==> config.mk <==
export PLATFORM = sky130hd
export DESIGN_NAME = seg_scan
export DESIGN_NICKNAME = d
export VERILOG_FILES = /design/src/rtl/seg_scan.sv
export SDC_FILE = /design/constraint.sdc
export NUM_CORES = 1
export LEC_CHECK = 0
export ABC_AREA = 0
export BUFFER_PORTS_ARGS = -buffer_cell sky130_fd_sc_hd__buf_2
export CORE_UTILIZATION = 60
export DETAILED_ROUTE_END_ITERATION = 6
export MAX_ROUTING_LAYER = met4
export PLACE_DENSITY_LB_ADDON = 0.25
export SLEW_MARGIN = 20
export SYNTH_ARGS = -nofsm -noshare
export SYNTH_HDL_FRONTEND = slang
export SYNTH_SLANG_ARGS = --single-unit
==> constraint.sdc <==
create_clock -name clk -period 7.53 [get_ports clk]
set_input_delay 1.1295 -clock clk [delete_from_list [all_inputs] [get_ports clk]]
set_output_delay 1.1295 -clock clk [all_outputs]
set_load 0.05 [all_outputs]
==> src/rtl/seg_scan.sv <==
// rtl/seg_scan.sv - time-multiplexed 8-digit hex display scanner with frame-aligned load
//
// Purpose:
//   Scans an 8-digit hex display one digit slot at a time. Each slot lasts
//   CLK_DIV clock cycles. A new 32-bit display value is accepted through a
//   valid/ready handshake and held pending. It is committed only at the end
//   of a frame (the digit 7 slot), so a frame never mixes old and new digits.
//
// Parameters:
//   CLK_DIV     clk cycles per digit slot (2 .. 2^20)
//
// Ports:
//   clk         sole clock, rising edge
//   rst         synchronous active-high reset
//   load_valid  load_data is offered this cycle
//   load_ready  block can accept a value this cycle
//   load_data   8 hex digits, digit k = bits [4k+3:4k]
//   nibble      value of the active digit (seg decoder input)
//   digit_sel   active-low one-hot digit enable, bit k = digit k
//   frame_done  one-cycle pulse as the digit 7 slot ends
//
// Build option:
//   SEG_SCAN_BLANK_EN  when defined, leading-zero digits (k >= 1) are blanked
//                      (digit_sel = 8'hFF); digit 0 is always lit.

module seg_scan #(
  parameter int unsigned CLK_DIV = 50000
) (
  input  logic        clk,
  input  logic        rst,
  input  logic        load_valid,
  output logic        load_ready,
  input  logic [31:0] load_data,
  output logic [3:0]  nibble,
  output logic [7:0]  digit_sel,
  output logic        frame_done
);

  // Prescaler width: enough bits to hold CLK_DIV-1, at least one bit.
  localparam int unsigned   PW        = (CLK_DIV <= 2) ? 1 : $clog2(CLK_DIV);
  localparam logic [PW-1:0] PRESC_MAX = PW'(CLK_DIV - 1);

  localparam logic [0:0] ST_EMPTY   = 1'b0;
  localparam logic [0:0] ST_PENDING = 1'b1;

  logic [PW-1:0] r_presc;
  logic [2:0]    r_idx;
  logic [31:0]   r_display;
  logic [31:0]   r_pending;
  logic [0:0]    r_state;
  logic [3:0]    r_nibble;
  logic [7:0]    r_digit_sel;

  logic          w_tick;
  logic          w_frame_done;
  logic          w_load_ready;
  logic          w_accept;
  logic          w_commit;
  logic [2:0]    w_idx_next;
  logic [31:0]   w_disp_next;
  logic [4:0]    w_bit_base;
  logic [3:0]    w_nibble_next;
  logic [7:0]    w_sel_next;

  assign w_tick = (r_presc == PRESC_MAX);

  // Handshake and frame pulse are forced low while rst is held so nothing
  // leaks out during reset, independent of the pre-reset register values.
  assign w_frame_done = !rst && w_tick && (r_idx == 3'd7);
  assign w_load_ready = !rst && (r_state == ST_EMPTY);
  assign w_accept     = load_valid && w_load_ready;
  assign w_commit     = (r_state == ST_PENDING) && w_frame_done;

  assign w_idx_next  = r_idx + 3'd1;

  // The digit 0 slot after a commit must already show the new value, so
  // the next-slot outputs look at the display as it will be after this edge.
  assign w_disp_next   = w_commit ? r_pending : r_display;
  assign w_bit_base    = {w_idx_next, 2'b00};
  assign w_nibble_next = w_disp_next[w_bit_base +: 4];

`ifdef SEG_SCAN_BLANK_EN
  logic w_blank;

  // Blank slot k when digits k..7 are all zero; digit 0 never blanks so a
  // zero display still shows a single "0".
  assign w_blank    = (w_idx_next != 3'd0) && ((w_disp_next >> w_bit_base) == 32'h0);
  assign w_sel_next = w_blank ? 8'hFF : ~(8'h01 << w_idx_next);
`else
  assign w_sel_next = ~(8'h01 << w_idx_next);
`endif

  always_ff @(posedge clk) begin
    if (rst) begin
      r_presc     <= '0;
      r_idx       <= 3'd0;
      r_display   <= 32'h0;
      r_pending   <= 32'h0;
      r_state     <= ST_EMPTY;
      r_nibble    <= 4'h0;
      r_digit_sel <= 8'hFE;
    end else begin
      r_presc <= w_tick ? '0 : r_presc + PW'(1);

      // idx, nibble and digit_sel move together so they never disagree.
      if (w_tick) begin
        r_idx       <= w_idx_next;
        r_nibble    <= w_nibble_next;
        r_digit_sel <= w_sel_next;
      end

      if (w_commit) begin
        r_display <= r_pending;
      end

      if (w_accept) begin
        r_pending <= load_data;
      end

      // An accept that lands on a frame_done edge (EMPTY state) only moves
      // to PENDING; the commit waits for the following frame_done.
      case (r_state)
        ST_EMPTY:   if (w_accept) r_state <= ST_PENDING;
        ST_PENDING: if (w_commit) r_state <= ST_EMPTY;
        default:    r_state <= ST_EMPTY;
      endcase
    end
  end

  assign load_ready = w_load_ready;
  assign frame_done = w_frame_done;
  assign nibble     = r_nibble;
  assign digit_sel  = r_digit_sel;

endmodule

==> run summary <==
status - finished, violations left
failing checks - design-rule violations
Synth top area share - 0.472
All-Layer GR Usage - 0.238
mapped cell area - 4070 um2
Clock transition at path regs - 0.09 ns
die height - 84.4 um
kind of end point of the critical path - primary output
htree depth - 3
Post-Route WL - 7760 um
Yosys reg bits - 96
post-cts sizing count - 0
# diodes - 0
Hold Buf Count CTS - 0
Ports - 49
sequential fraction of the synthesis area - 0.472
fill count - 534
Synth async-reset ratio - 0
Synth Flop Type - dfxtp_1
clk_lat worst skew - 0.37 ns
RSZ-0062 raised after global routing - no
setup bufs post-CTS - 0
register area - 1920 um2
TritonCTS Buffers - 9
final worst-path cycle share - 0.502
adder-cell share of the synthesized area - 0.0215
Startpoint Class - primary input
setup ws final - 3.75 ns
Yosys warning count - 0
number of synthesized flops with an enable pin - 0
post-route minimum period - 3.78 ns
Critical Path AT - 2.65 ns
CTS max path bufs - 2
Pre-antenna DRT Iters - 6
Synth-to-Final Area Change - 10.7%
number of DRC markers in iteration 0 - 247
layout cells sized above 1 - 0.175
pin count of the biggest net entering global routing - 72
Lkg Pwr - 1.67 nW
commonest non-fill, non-tap cell in the layout - nand2_1
Post-layout nets - 535
Synth cell types - 37
footprint of the multi-input gates - 2020 um2
largest family of logic cells by synthesized area - simple AND/OR/NAND/NOR gates
Final HPWL DP - 5170 um
CP max FO - 71
remaining global-route overflow - 0
Post-Synth XOR/XNOR Area - 0.0280
post-route DRC violation count - 4
clk sink count - 96
Hold Crit Class - reg -> reg
initial antenna violation count - 0
PD cells - 204 nW/um2
Initial Util - 0.630
worst hold path stage count - 1
Final setup viols - 0
first-pass GRT wire length - 13200 um
vias per inst - 5.47
Req. time, crit path - 6.40 ns
core area - 6460 um2
Simple-Gate Fraction of Synth Area - 0.238
Slew Limit Fails - 0
CTS tree - done
cells after synthesis - 462
Die ar. - 7120 um2
gpl congestion - 0.805
placed cells - 559
fmax - 0.265 GHz
Worst Hold End - r_presc[0]
Mapped Avg Cell Area - 8.81 um2
worst rel slew slack - 0.370
Setup TNS Final - 0 ns
number of global-route vias before repair - 2993
reg2reg end - nibble[2]
Worst Skew - 0.0116 ns
die width - 84.4 um
commonest cells after routing, fill and taps aside - nand2_1 (106), dfxtp_1 (96), buf_2 (48)
area leader, netlist - dfxtp_1
Row Count - 29
placed cell area - 4310 um2
PortBufs - 48
fin cells - 575
flop2flop setup slack - 4.66 ns
detailed-route via count - 3147
Crit Path Class - in -> out
Final Hold Fails - 0
final instance area - 4510 um2
Worst-Margin Slew - 0.945 ns
Avg WL per Cell - 13.5 um
worst reg-to-reg path cell count - 5
DRT antenna net count - 0
Compound-Gate Fraction of Synth Area - 0.124
clock root buffer - clkbuf_8
ranking of synthesized cells by area - dfxtp_1 (47%), nand2_1 (9.8%), mux4_2 (7.7%)
worst vdd ir - 153 uV
Hold Startpoint - r_presc[0]
Max-Cap Viols - 0
worst slack, placed - 3.79 ns
Post-Syn Nets - 504
mux contribution to synthesized area - 0.0848
RR Startpoint - r_idx[0]
routing by layer:
layer	up-vias	wire (um)	GRT usage
li1	1615	-	-
met1	1449	3630	0.291
met2	74	3700	0.385
met3	9	346	0.0649
met4	0	78	0.0770
met5	-	0	-
area by class of cell:
cell class              count  share of cell area
inverters                   5             0.00416
well taps                  77              0.0214
clock buffers               9              0.0275
flip-flops and latches     96               0.426
clock inverters             7              0.0172
repair buffers             49              0.0550
multi-input cells         332               0.449
per-stage QoR:
step | hold WS, ns | utilization | power, mW
floorplan | 0.413 | - | 0.573
global placement | 0.426 | 0.667 | 0.589
detailed placement | 0.436 | 0.667 | 0.591
CTS | 0.451 | 0.698 | 0.927
global route | 0.475 | 0.698 | 0.955
finish | 0.449 | 0.698 | 0.919
report_power, final:
group | leakage (nW) | internal (mW) | switching, mW
clock network | 0.101 | 0.157 | 0.183
logic | 0.785 | 0.0196 | 0.0236
registers | 0.780 | 0.523 | 0.0123
total | 1.67 | 0.700 | 0.219
cell families (layout without fill, tap and decap cells):
family | count (synthesis) | count (layout)
xor gates and xnor gates | 13 | 13
AOI/OAI and AO/OA | 92 | 92
buffers and inverters | 34 | 70
and+or+nand+nor | 203 | 203
adders and majority gates | 7 | 7
muxes | 17 | 17
DFF | 96 | 96
registers in the layout, indices dropped and copies added, names as in the netlist:
signal	flops
r_pending	32
digit_sel	8
nibble	4
r_display	32
r_presc	16
r_idx	3
r_state	1
how the worst max path moves through the flow:
stage               from    endpoint  slack (ns)  cells after the start
finish               rst  frame_done        3.75                      6
global route         rst  frame_done        3.68                      6
CTS                  rst  frame_done        3.79                      6
detailed placement   rst  frame_done        3.79                      6
global placement     rst  frame_done        3.80                      6
floorplan            rst  frame_done        4.07                      4
synth_stat cells, types with 4 or more instances:
cell type and instances:
nor2b_1 4, xnor2_1 8, and2_1 13, a21oi_1 41, o21ai_0 36, dfxtp_1 96, nand3_1 7, buf_1 5
nor2_1 25, nand2b_1 34, clkbuf_1 22, ha_1 7, xor2_1 5, inv_1 5, nand2_1 106, mux4_2 14
worst max-delay path: stages:
cell and delay (ns):
buf_2 0.10, buf_4 0.28, and4b_1 0.33, and4_4 0.33, and2_1 0.17, buf_2 0.26
No activity file was read; power rests on OpenSTA's default activity.
